## config.mk

```make
export PLATFORM = sky130hd
export DESIGN_NAME = sccb_arb
export DESIGN_NICKNAME = d
export VERILOG_FILES = /design/src/rtl/sccb_arb.sv
export SDC_FILE = /design/constraint.sdc
export NUM_CORES = 1
export LEC_CHECK = 0
export ABC_AREA = 1
export CAP_MARGIN = 25
export CORE_UTILIZATION = 42
export CTS_BUF_LIST = sky130_fd_sc_hd__clkbuf_8
export DETAILED_ROUTE_END_ITERATION = 16
export PLACE_DENSITY_LB_ADDON = 0.15
export SLEW_MARGIN = 30
export SYNTH_ARGS = -nofsm -noshare
export SYNTH_HDL_FRONTEND = slang
export SYNTH_SLANG_ARGS = --single-unit
```

## constraint.sdc

```tcl
create_clock -name sys_clk -period 1.71 [get_ports sys_clk]
set_input_delay 0.342 -clock sys_clk [delete_from_list [all_inputs] [get_ports sys_clk]]
set_output_delay 0.342 -clock sys_clk [all_outputs]
set_load 0.05 [all_outputs]
```

## src/rtl/sccb_arb.sv

```systemverilog
// sccb_arb: arbitrates init-sequencer and runtime register writes
// onto a single SCCB master, with a watchdog on transaction completion.
module sccb_arb #(
   parameter int TIMEOUT_MAX = 20000,
   parameter bit USR_EARLY   = 1'b0
) (
   input  logic        sys_clk,
   input  logic        sys_rst_n,
   input  logic        cfg_start,
   input  logic [23:0] cfg_data,
   input  logic        cfg_done,
   output logic        cfg_end,
   input  logic        usr_req,
   input  logic [23:0] usr_data,
   output logic        usr_ack,
   output logic        usr_end,
   output logic        i2c_start,
   output logic [23:0] i2c_data,
   input  logic        i2c_end,
   output logic        busy,
   output logic [1:0]  err
);

   localparam int CW = (TIMEOUT_MAX > 1) ? $clog2(TIMEOUT_MAX) : 1;
   localparam logic [CW-1:0] CNT_LAST = CW'(TIMEOUT_MAX - 1);

   localparam logic [0:0] ST_IDLE = 1'b0;
   localparam logic [0:0] ST_WAIT = 1'b1;

   localparam logic OWN_CFG = 1'b0;
   localparam logic OWN_USR = 1'b1;

   logic [0:0]    state_q, state_d;
   logic          cfg_pend_q, cfg_pend_d;
   logic [23:0]   cfg_buf_q, cfg_buf_d;
   logic          owner_q, owner_d;
   logic [CW-1:0] cnt_q, cnt_d;
   logic [23:0]   i2c_data_q, i2c_data_d;
   logic          i2c_start_q, i2c_start_d;
   logic          usr_ack_q, usr_ack_d;
   logic          cfg_end_q, cfg_end_d;
   logic          usr_end_q, usr_end_d;
   logic [1:0]    err_q, err_d;
   logic          usr_ok;

   assign usr_ok = cfg_done | USR_EARLY;

   // Next-state: grant in IDLE (cfg first), finish or time out in WAIT.
   always_comb begin
      state_d     = state_q;
      cfg_pend_d  = cfg_pend_q;
      cfg_buf_d   = cfg_buf_q;
      owner_d     = owner_q;
      cnt_d       = cnt_q;
      i2c_data_d  = i2c_data_q;
      i2c_start_d = 1'b0;
      usr_ack_d   = 1'b0;
      cfg_end_d   = 1'b0;
      usr_end_d   = 1'b0;
      err_d       = err_q;

      unique case (state_q)
         ST_IDLE: begin
            if (cfg_pend_q) begin
               i2c_data_d  = cfg_buf_q;
               i2c_start_d = 1'b1;
               cfg_pend_d  = 1'b0;
               owner_d     = OWN_CFG;
               cnt_d       = '0;
               state_d     = ST_WAIT;
            end else if (usr_req && usr_ok) begin
               i2c_data_d  = usr_data;
               i2c_start_d = 1'b1;
               usr_ack_d   = 1'b1;
               owner_d     = OWN_USR;
               cnt_d       = '0;
               state_d     = ST_WAIT;
            end
         end
         ST_WAIT: begin
            if (i2c_end || (cnt_q == CNT_LAST)) begin
               if (!i2c_end) begin
                  err_d[0] = 1'b1;
               end
               cfg_end_d = (owner_q == OWN_CFG);
               usr_end_d = (owner_q == OWN_USR);
               state_d   = ST_IDLE;
            end else begin
               cnt_d = cnt_q + CW'(1);
            end
         end
         default: begin
            state_d = ST_IDLE;
         end
      endcase

      // A new cfg word always wins the buffer; a second one before
      // the first is issued is flagged as an overrun.
      if (cfg_start) begin
         if (cfg_pend_q) begin
            err_d[1] = 1'b1;
         end
         cfg_pend_d = 1'b1;
         cfg_buf_d  = cfg_data;
      end
   end

   // State and output registers, cleared by async reset.
   always_ff @(posedge sys_clk or negedge sys_rst_n) begin
      if (!sys_rst_n) begin
         state_q     <= ST_IDLE;
         cfg_pend_q  <= 1'b0;
         cfg_buf_q   <= '0;
         owner_q     <= OWN_CFG;
         cnt_q       <= '0;
         i2c_data_q  <= '0;
         i2c_start_q <= 1'b0;
         usr_ack_q   <= 1'b0;
         cfg_end_q   <= 1'b0;
         usr_end_q   <= 1'b0;
         err_q       <= '0;
      end else begin
         state_q     <= state_d;
         cfg_pend_q  <= cfg_pend_d;
         cfg_buf_q   <= cfg_buf_d;
         owner_q     <= owner_d;
         cnt_q       <= cnt_d;
         i2c_data_q  <= i2c_data_d;
         i2c_start_q <= i2c_start_d;
         usr_ack_q   <= usr_ack_d;
         cfg_end_q   <= cfg_end_d;
         usr_end_q   <= usr_end_d;
         err_q       <= err_d;
      end
   end

   assign busy      = (state_q == ST_WAIT);
   assign i2c_start = i2c_start_q;
   assign i2c_data  = i2c_data_q;
   assign usr_ack   = usr_ack_q;
   assign cfg_end   = cfg_end_q;
   assign usr_end   = usr_end_q;
   assign err       = err_q;

endmodule

```

==> run_results.csv <==
group,metric,value,unit
critical_path,crit_fanout,14,
placement,gp_congestion,0.847,
grt,grt_overflow,0,
cells_and_area,multiInputGateArea,1320,um2
drt,drc,0,
pwr,intPower,4.00,mW
run_status,status,"finished clean",
drt,routed_wirelength,7480,um
grt,grt_use_total,20.0,%
clock_tree,h-tree-depth,3,
floorplanning,die_area,8220,um2
clock_tree,clk_root_buffer_cell,"clkbuf_8",
placement,numPlacedInstances,576,
cells_and_area,syn2layout_area_growth,35.1,%
drt,firstDrtPassIters,4,
sta,worst_slew_margin_rel,66.7,%
sta,report.final.hold_viol_count,0,
clock_tree,clock-sinks,72,
grt,grt_pass1_vias,2634,
sta,drv_slew,0,
cells_and_area,final_nets,544,
synth,syn_area_per_cell,8.21,um2
floorplanning,io-pin-count,85,
drt,num_vias,2871,
pwr,p_comb_share,44.8,%
sta,finalSetupTns,0,ns
drt,drt_iter0_markers,167,
placement,dp_hpwl,5170,um
synth,synth_area,3300,um2
floorplanning,initial_core_util,44.6,%
grt,grt_pass1_wl,12900,um
floorplanning,dieWidth,90.7,um
pwr,power_density,1570,nW/um2
floorplanning,core.rowCount,31,
pwr,p_leak,2.14,nW
critical_path,worstPathArrival,1.80,ns
sta,finalCritPeriodShare,91.9,%
critical_path,crit_type,"reg -> reg",
run,cap_violations,0,
sta,tightest_slew,0.499,ns
grt,antenna_found_initial,0,
floorplanning,fp.coreArea,7410,um2
synth,synth_seq_area_share,54.6,%
cells_and_area,utilization,60.2,%
cells_and_area,final_layout_size_suffix_gt1_share,14.6,%
synth,ys_seq_elements,72,
synth,synth_nets,457,
synth,ys_types,30,
sta,setup_slack,0.138,ns
cells_and_area,stdcell_area,4460,um2
drt,post_drt_wl_per_cell,12.6,um
grt,grt_max_degree,37,
clock_tree,cts_buffers,9,
pwr,power,7.02,mW
pwr,seq_power_share,34.2,%
min_path,hold_path_class,"reg -> reg",
clock_tree,cts_tree,"yes",
placement,placed_area,4230,um2
clock_tree,clockBufferDepth,2,
sta,whs,0.424,ns
cells_and_area,regArea,1800,um2
clock_tree,clk_pin_slew,0.07,ns
cells_and_area,num_antenna_cells,0,
drt,routed_via_density,4.85,
cells_and_area,instances_no_fill,592,
clock_tree,post_cts_buffers,0,
synth,yosys_warnings,0,
floorplanning,die-height,90.7,um
drt,postRouteAntennaNets,0,
cells_and_area,final.fill_count,672,
placement,preCtsSetupSlack,0.0659,ns
sta,rsz0062_at_grt,"no",
clock_tree,clk_latency,0.34,ns
sta,fmax,636,MHz
placement,portBuffers,84,
pwr,p_sw,3.02,mW
pwr,power_frac_clock,21.0,%
sta,setup_viol,0,
critical_path,critPathRequiredTime,1.94,ns
critical_path,r2r_slack,0.14,ns
sta,final.setup_skew,0.00867,ns
sta,finalCriticalPeriod,1.57,ns
critical_path,endpoint_kind,"flop",
pwr,ir_drop,667,uV
synth,synthCells,402,
critical_path,start_kind,"flop",
pwr,switching_share,43.0,%
## sequential cells by signal, indices dropped and copies added (netlist names)
| register | count |
|---|---|
| cfg_pend_q | 1 |
| busy | 1 |
| err | 2 |
| usr_ack | 1 |
| i2c_data | 24 |
| owner_q | 1 |
| usr_end | 1 |
| cfg_buf_q | 24 |
| cfg_end | 1 |
| cnt_q | 15 |
| i2c_start | 1 |
## synth_stat cells
master	n	area [um2]
nand2_1	166	623
dfrtp_1	72	1800
nor2_1	47	176
a31oi_1	24	150
nand3_1	23	115
inv_1	16	60.1
clkbuf_1	9	33.8
nand4_1	6	37.5
buf_2	5	25.0
buf_4	3	22.5
inv_2	3	11.3
nor2_4	3	33.8
o21ai_0	3	15.0
buf_6	2	22.5
nand2_4	2	22.5
nand3_2	2	20.0
o21bai_1	2	15.0
xor2_1	2	17.5
a21oi_4	1	16.3
a31o_2	1	8.76
clkinv_1	1	3.75
ha_1	1	12.5
nand2_2	1	6.26
nand3b_1	1	7.51
nor2_2	1	6.26
nor3_1	1	5.00
o2111ai_1	1	8.76
o21ai_1	1	5.00
o21ai_2	1	8.76
xnor2_1	1	8.76
## critical path, stage by stage, from the launching register on
cell and delay, ns:
dfrtp_1 0.39, ha_1 0.22, nand3_2 0.15, nor2_4 0.17, nand2_4 0.10, nand2_4 0.16, nand2_1 0.13, nand2_1 0.08
nand2_1 0.05
## power groups by stage
stage / Clock, mW / Combinational (mW) / Sequential [mW]
2_1_floorplan: 0 / 0.985 / 3.56
3_3_place_gp: 0 / 3.14 / 2.43
3_5_place_dp: 0 / 3.18 / 2.44
4_1_cts: 1.50 / 3.18 / 2.41
5_1_grt: 1.58 / 3.39 / 2.46
6_report: 1.47 / 3.15 / 2.40
## cells in the final DEF (no fill, tap or decap), types with 2 or more instances in the layout
cell type        synthesis  final
nand2_1                166    166
dfrtp_1                 72     72
clkdlybuf4s50_1          0     52
nor2_1                  47     47
buf_4                    3     36
a31oi_1                 24     24
nand3_1                 23     23
inv_1                   16     16
clkbuf_8                 0     10
nand4_1                  6      6
buf_12                   0      6
inv_2                    3      3
nor2_4                   3      3
o21ai_0                  3      3
nand3_2                  2      2
nand2_4                  2      2
o21bai_1                 2      2
xor2_1                   2      2
bufinv_16                0      2
## cell families (layout without fill, tap and decap cells)
logic type	after synthesis	after routing	synth area share, %
AO/OA/AOI/OAI	34	34	6.90
XOR/XNOR	3	3	0.796
adder cells (fa/ha/maj)	1	1	0.379
buffers and inverters	39	130	5.42
flip-flops	72	72	54.6
AND/OR/NAND/NOR	253	253	31.9
## what timing repair did
item	CTS	global route
endpoints found under the hold margin	34	0
setup endpoints to repair	0	0
gates resized for setup	0	0
hold buffers	1	0
## final timing paths
kind / cells past startpoint / to / startpoint
max reg2reg: 8 / cnt_q[3] / cnt_q[0]
max in group asynchronous: 3 / i2c_data[11] / sys_rst_n
min: 1 / cfg_end / owner_q
min in group asynchronous: 2 / cnt_q[3] / sys_rst_n
min reg2reg: 1 / cfg_end / owner_q
max: 8 / cnt_q[3] / cnt_q[0]
## per-layer routing
metal | track usage [%] | share of wire, % | vias up
met2 | 30.5 | 47 | 85
met4 | 8.06 | 0.99 | 0
met1 | 27.2 | 47 | 1326
met3 | 4.97 | 5.8 | 6
met5 | 0 | 0 | -
li1 | - | - | 1454
## layout make-up
class | count | share of cell area [%]
timing repair buffer | 95 | 20.6
multi-input combinational | 291 | 29.6
sequential | 72 | 40.4
clock buffer | 10 | 3.09
clock inverter | 5 | 1.82
inverter | 20 | 1.68
tap | 99 | 2.78
(Power assumes the default switching activity.)
